[src/rtl/serial_subtractor.sv]
// Bit-serial subtractor: computes (iA - iB - iBorrowIn) mod 2^WIDTH one bit
// per clock, LSB first, through a single full-subtractor cell. A start/busy/
// done handshake wraps the operand shifters, borrow register and bit counter.

// One-bit full subtractor cell: iA - iB - iC.
module mFullSubtractor (
  input  logic iA,
  input  logic iB,
  input  logic iC,
  output logic oDiff,
  output logic oBorrow
);
  assign oDiff   = iA ^ iB ^ iC;
  assign oBorrow = (~iA & (iB | iC)) | (iB & iC);
endmodule

module serial_subtractor #(
  parameter int WIDTH = 8
) (
  input  logic             iClk,
  input  logic             iRst_n,
  input  logic             iStart,
  input  logic [WIDTH-1:0] iA,
  input  logic [WIDTH-1:0] iB,
  input  logic             iBorrowIn,
  output logic             oBusy,
  output logic             oDone,
  output logic [WIDTH-1:0] oDiff,
  output logic             oBorrow,
  output logic             oZero
);

  localparam int CNT_W = (WIDTH > 1) ? $clog2(WIDTH) : 1;
  localparam logic [CNT_W-1:0] LAST_CNT = CNT_W'(WIDTH - 1);

  typedef enum logic [1:0] {IDLE, RUN, DONE} state_t;

  state_t           state_q;
  logic [WIDTH-1:0] sa_q;
  logic [WIDTH-1:0] sb_q;
  logic [WIDTH-1:0] acc_q;
  logic [WIDTH-1:0] acc_d;
  logic             brw_q;
  logic [CNT_W-1:0] cnt_q;
  logic             busy_q;
  logic             done_q;
  logic [WIDTH-1:0] diff_q;
  logic             borrow_q;
  logic             zero_q;
  logic             cell_diff;
  logic             cell_brw;
  logic             last_bit;

  mFullSubtractor u_cell (
    .iA      (sa_q[0]),
    .iB      (sb_q[0]),
    .iC      (brw_q),
    .oDiff   (cell_diff),
    .oBorrow (cell_brw)
  );

  // Next accumulator value: the new difference bit enters at the MSB so that
  // after WIDTH shifts the first (LSB) bit has reached position 0.
  always_comb begin
    acc_d    = {cell_diff, acc_q[WIDTH-1:1]};
    last_bit = (cnt_q == LAST_CNT);
  end

  // Control FSM with datapath; results only change on the final RUN cycle.
  always_ff @(posedge iClk or negedge iRst_n) begin
    if (!iRst_n) begin
      state_q  <= IDLE;
      sa_q     <= '0;
      sb_q     <= '0;
      acc_q    <= '0;
      brw_q    <= 1'b0;
      cnt_q    <= '0;
      busy_q   <= 1'b0;
      done_q   <= 1'b0;
      diff_q   <= '0;
      borrow_q <= 1'b0;
      zero_q   <= 1'b1;
    end else begin
      done_q <= 1'b0;
      case (state_q)
        IDLE, DONE: begin
          if (iStart) begin
            sa_q    <= iA;
            sb_q    <= iB;
            brw_q   <= iBorrowIn;
            cnt_q   <= '0;
            busy_q  <= 1'b1;
            state_q <= RUN;
          end else begin
            state_q <= IDLE;
          end
        end
        RUN: begin
          sa_q  <= sa_q >> 1;
          sb_q  <= sb_q >> 1;
          acc_q <= acc_d;
          brw_q <= cell_brw;
          if (last_bit) begin
            diff_q   <= acc_d;
            borrow_q <= cell_brw;
            zero_q   <= (acc_d == '0);
            done_q   <= 1'b1;
            busy_q   <= 1'b0;
            state_q  <= DONE;
          end else begin
            // Held at WIDTH-1 on the last cycle so it never wraps mid-run.
            cnt_q <= cnt_q + 1'b1;
          end
        end
        default: state_q <= IDLE;
      endcase
    end
  end

  assign oBusy   = busy_q;
  assign oDone   = done_q;
  assign oDiff   = diff_q;
  assign oBorrow = borrow_q;
  assign oZero   = zero_q;

endmodule

[config.mk]
export PLATFORM = sky130hd
export DESIGN_NAME = serial_subtractor
export DESIGN_NICKNAME = d
export VERILOG_FILES = /design/src/rtl/serial_subtractor.sv
export SDC_FILE = /design/constraint.sdc
export NUM_CORES = 1
export LEC_CHECK = 0
export CAP_MARGIN = 10
export CORE_MARGIN = 3
export CORE_UTILIZATION = 45
export DETAILED_ROUTE_END_ITERATION = 6
export PLACE_DENSITY = 0.78
export SETUP_SLACK_MARGIN = 0.3
export SLEW_MARGIN = 20
export SYNTH_ARGS = -nofsm -noshare
export SYNTH_HDL_FRONTEND = slang
export SYNTH_SLANG_ARGS = --single-unit
[constraint.sdc]
create_clock -name iClk -period 4.4 [get_ports iClk]
set_clock_uncertainty 0.2 [all_clocks]
set_input_delay 0.88 -clock iClk [delete_from_list [all_inputs] [get_ports iClk]]
set_output_delay 0.88 -clock iClk [all_outputs]
set_load 0.01 [all_outputs]
==> results of run 1 <==
==> layout make-up <==
class | count | area (um^2) | area share
flip-flops and latches | 41 | 1030 | 0.483
repair buffers | 31 | 305 | 0.143
clock buffers | 6 | 72.6 | 0.0341
multi-input cells | 73 | 608 | 0.286
clock inverters | 2 | 35.0 | 0.0165
well taps | 46 | 57.6 | 0.0270
inverters | 6 | 22.5 | 0.0106
==> cell families (layout without fill, tap and decap cells) <==
family	count (synthesis)	in the layout	share of synthesized area
DFF	41	41	0.596
AOI/OAI and AO/OA	37	37	0.165
and+or+nand+nor	19	19	0.0704
muxes	14	14	0.0907
buffers and inverters	14	45	0.0515
adders and majority gates	3	3	0.0261
==> layer usage <==
metal	wire length (um)	share of wire
met3	149	0.049
met2	1560	0.51
met5	0	0
met4	43	0.014
met1	1300	0.42
==> registers in the layout, summed over array words and instances (netlist names) <==
signal   flops
oZero        1
oDone        1
state_q      2
oBorrow      1
oBusy        1
oDiff        8
sa_q         8
acc_q        7
sb_q         8
cnt_q        3
brw_q        1
==> worst max-delay path: stages <==
cell and delay, ns:
clkdlybuf4s50_1 0.48, nor2b_2 0.70, nor2_4 0.19, a21o_1 0.24
==> cell usage in the layout, fill, tap and decap left out, drive strengths merged, types with 2 or more instances in the layout <==
master / n
dfrtp: 40
clkdlybuf4s50: 30
a22o: 16
a21o: 14
mux2: 13
inv: 6
clkbuf: 6
o21ai: 6
nand2: 5
nand3: 3
nor2: 3
ha: 2
nor2b: 2
==> power breakdown <==
| group | internal [mW] | total, mW | leakage [nW] | switching, mW |
|---|---|---|---|---|
| sequential | 0.556 | 0.671 | 0.504 | 0.115 |
| clock | 0.168 | 0.293 | 0.0552 | 0.125 |
| combinational | 0.332 | 0.596 | 0.482 | 0.264 |
==> through the flow <==
stage / cells / hold slack [ns]
finish: 205 / 0.286
CTS: 205 / 0.284
global placement: 197 / 0.258
detailed placement: 197 / 0.266
global route: 205 / 0.316
floorplan: 128 / 0.250
==> worst min path at each step <==
stage | startpoint | end
floorplan | sa_q[2] | sa_q[2]
CTS | sa_q[5] | sa_q[5]
global route | cnt_q[0] | cnt_q[0]
detailed placement | sa_q[5] | sa_q[5]
global placement | sb_q[1] | sb_q[1]
finish | sa_q[4] | sa_q[4]
==> flow_metrics.tcl, run 1 <==
set metrics [dict create \
    status "complete, no violations" \
    die_width_um 67.9 \
    gr-total-overflow 0 \
    syn2layout_area_growth_pct 23.4 \
    viasPerCell 5.32 \
    grt_use_total 0.154 \
    synthDistinctLibCells 29 \
    arrival_ns 2.50 \
    cp-endpoint "sb_q[5]" \
    hold_buffers 0 \
    p_per_area_mw_per_mm2 733 \
    antenna_found_initial 0 \
    rsz0062_at_grt "false" \
    synth_most_common_cell "dfrtp_1" \
    tns_ns 0 \
    antenna_left 0 \
    pin_count 32 \
    initial_core_util 0.490 \
    port_buffers 31 \
    finalNetCount 181 \
    clkTransAtPathRegs_ns 0.08 \
    final_area_mm2 0.00213 \
    fin_util 0.604 \
    use_met1 0.180 \
    synth_edf_count 0 \
    ff2ff_path_depth 3 \
    die_h_um 67.9 \
    place_area_mm2 0.00202 \
    dp_hpwl_um 2120 \
    startpoint_type "input pin" \
    seq_area_frac_synth 0.596 \
    regToRegEndpoint "sb_q[5]" \
    hold_class "flop to flop" \
    synthArstFlopShare 1.00 \
    peakVddDrop_uv 315 \
    clock_latency_ns 0.29 \
    slew-limit-headroom 0.416 \
    synth_flop_cell "dfrtp_1" \
    drive_above_1_share 0.113 \
    rows 21 \
    grt_pass1_vias 1138 \
    ys_top_cells_by_count "40 x dfrtp_1, 16 x a22o_1, 14 x a21o_1" \
    cts_tree "built" \
    synth.cell_area_mm2 0.00172 \
    min_period_over_period 0.574 \
    dieArea_mm2 0.00461 \
    syn_inst 128 \
    synthesis.nets 151 \
    first_pass_iters 5 \
    drc_errors 0 \
    maxClockFrequency_mhz 396 \
    drv_slew 0 \
    r2r_slack_ns 2.53 \
    tightest_slew_ns 0.876 \
    cts_resized 0 \
    critPathCaptureType "flop" \
    power_mw 1.56 \
    cp_max_fo 20 \
    drt_iter0_drc 58 \
    fp.coreArea_mm2 0.00352 \
    rr_startpoint "state_q[0]" \
    h-tree-depth 2 \
    avgSynthCellArea_um2 13.5 \
    wl_per_cell_um 14.9 \
    layout_setup_ws_ns 1.87 \
    grtUsageMet2 0.262 \
    timing.max_cap.violations 0 \
    final.min_clock_period_ns 2.53 \
    yosys.area.top_type "dfrtp_1" \
    p_leak_nw 1.04 \
    min_delay_path_depth 1 \
    synth_area_leaders "dfrtp_1 58%, a22o_1 8.1%, a21o_1 6.1%, mux2_1 5.2%, mux2_2 3.3%" \
    wirelength_um 3050 \
    cts-root-buf "clkbuf_8" \
    yosys.area.top_type_share 0.581 \
    busiest_layer "met2" \
    postCtsSetupBuffers 0 \
    clock-sinks 41 \
    setup_viol 0 \
    crit_type "input pin to flop" \
    pre_cts_slack_ns 1.58 \
    diodes 0 \
    synth_seq_cells 41 \
    worstSetupStartpoint "iStart" \
    synth_warnings 0 \
    grt_pass1_wl_um 5190 \
    globalplace.congestion 0.776 \
    timing_hold_violations_final 0 \
    grt_max_degree 42 \
    clk_path_buf_depth 2 \
    fillers 304 \
    numCtsBuffers 5 \
    grt_use_met3 0.0542 \
    via_count 1091 \
    cp.required_ns 4.38 \
]
Power figures use the tool's default switching activity.
==> inputs of run 2 (changes only) <==
==> constraint.sdc (replaced) <==
create_clock -name iClk -period 2.5 [get_ports iClk]
set_clock_uncertainty 0.2 [all_clocks]
set_input_delay 0.5 -clock iClk [delete_from_list [all_inputs] [get_ports iClk]]
set_output_delay 0.5 -clock iClk [all_outputs]
set_load 0.01 [all_outputs]
==> flow_metrics.tcl, run 2 (synthesis gave the netlist of run 1 again) <==
set metrics [dict create \
    startpoint_type "flop" \
    drt_iter0_drc 46 \
    numCtsBuffers 5 \
    grt_max_degree 42 \
    viasPerCell 5.26 \
    first_pass_iters 4 \
    pre_cts_slack_ns 0.409 \
    die_width_um 67.9 \
    rows 21 \
    finalNetCount 182 \
    timing_hold_violations_final 0 \
    wirelength_um 3000 \
    p_per_area_mw_per_mm2 1260 \
    worst-path-buf-inv 1 \
    layout_setup_ws_ns 0.456 \
    antenna_found_initial 0 \
    via_count 1083 \
    hold_class "input pin to asynchronous set/reset pin" \
    clock-sinks 41 \
    clk_path_buf_depth 2 \
    fin_util 0.603 \
    diodes 0 \
    crit_type "flop to output pin" \
    layout.cells.non_filler 206 \
    grt_pass1_vias 1160 \
    cpMaxStageDelayCell "dfstp_2" \
    p_leak_nw 1.04 \
    tns_ns 0 \
    tightest_slew_ns 0.880 \
    clock_latency_ns 0.29 \
    clkTransAtPathRegs_ns 0.08 \
    fp.coreArea_mm2 0.00352 \
    slowest_delay_ns 0.53 \
    power_mw 2.67 \
    critPathCaptureType "output pin" \
    antenna_left 0 \
    gr-total-overflow 0 \
    timing.max_cap.violations 0 \
    wl_per_cell_um 14.6 \
    h-tree-depth 2 \
    whs_ns 0.124 \
    drive_above_1_share 0.125 \
    final_common_cell "dfrtp_1" \
    ff2ff_path_depth 4 \
    dpl.cell_count 198 \
    grtUsageMet2 0.278 \
    peakVddDrop_uv 489 \
    grt_pass1_wl_um 5160 \
    grt_use_met3 0.0411 \
    busiest_layer "met2" \
    r2r_slack_ns 0.68 \
    rsz0062_at_grt "false" \
    crit_family "flip-flops" \
    setup_viol 0 \
    cp_max_fo 2 \
    slew-limit-headroom 0.413 \
    fillers 307 \
    cts_tree "built" \
    final_area_mm2 0.00212 \
    status "complete, no violations" \
    rr_startpoint "cnt_q[0]" \
    die_h_um 67.9 \
    drv_slew 0 \
    drc_errors 0 \
    postCtsSetupBuffers 0 \
    final_cell_mix "40 x dfrtp_1, 30 x clkdlybuf4s50_1, 16 x a22o_1, 14 x a21o_1, 8 x mux2_1" \
    dieArea_mm2 0.00461 \
    cts-root-buf "clkbuf_8" \
    cts_resized 0 \
    final.min_clock_period_ns 2.04 \
    pin_count 32 \
    globalplace.congestion 0.807 \
    cp.required_ns 1.80 \
    multi_input_area_um2 608 \
    syn2layout_area_growth_pct 23.2 \
    port_buffers 31 \
    path_cells "clkdlybuf4s50_1" \
    regToRegEndpoint "oDiff[1]" \
    grt_use_total 0.155 \
    use_met1 0.169 \
    place_area_mm2 0.00203 \
    initial_core_util 0.490 \
    maxClockFrequency_mhz 489 \
    min_period_over_period 0.818 \
    arrival_ns 1.34 \
    seq_area_mm2 0.00103 \
    hold_buffers 0 \
    dp_hpwl_um 2180 \
]
run 2: cell types whose count changed in the layout (fill, tap and decap cells not counted), sizes merged:
cell    before  now
clkinv       1    2
buf          1    2
bufinv       1    0
run 2: routing by layer:
metal / part of all wire / vias up
met1: 0.40 / 529
met5: 0 / -
li1: - / 516
met2: 0.52 / 29
met3: 0.051 / 9
met4: 0.026 / 0
run 2: worst max path at each step:
stage                   from  depth (start not counted)      end  slack (ns)
global route           oZero                          1    oZero        0.40
global placement      iStart                          5  sa_q[7]        0.47
CTS                    oZero                          1    oZero        0.44
floorplan           cnt_q[0]                          5  oBorrow        0.76
detailed placement    iStart                          5  sb_q[6]        0.41
finish                 oZero                          1    oZero        0.46
run 2: power breakdown:
group | switching (mW) | total, mW | internal (mW)
Clock | 0.220 | 0.444 | 0.223
Sequential | 0.197 | 1.18 | 0.979
Combinational | 0.467 | 1.05 | 0.587
run 2: layout make-up:
type                       instances  share of cell area
clock buffer                       6              0.0389
clock inverter                     2             0.00648
inverter                           6              0.0106
multi-input combinational         73               0.286
sequential                        41               0.484
tap                               46              0.0271
timing repair buffer              32               0.147
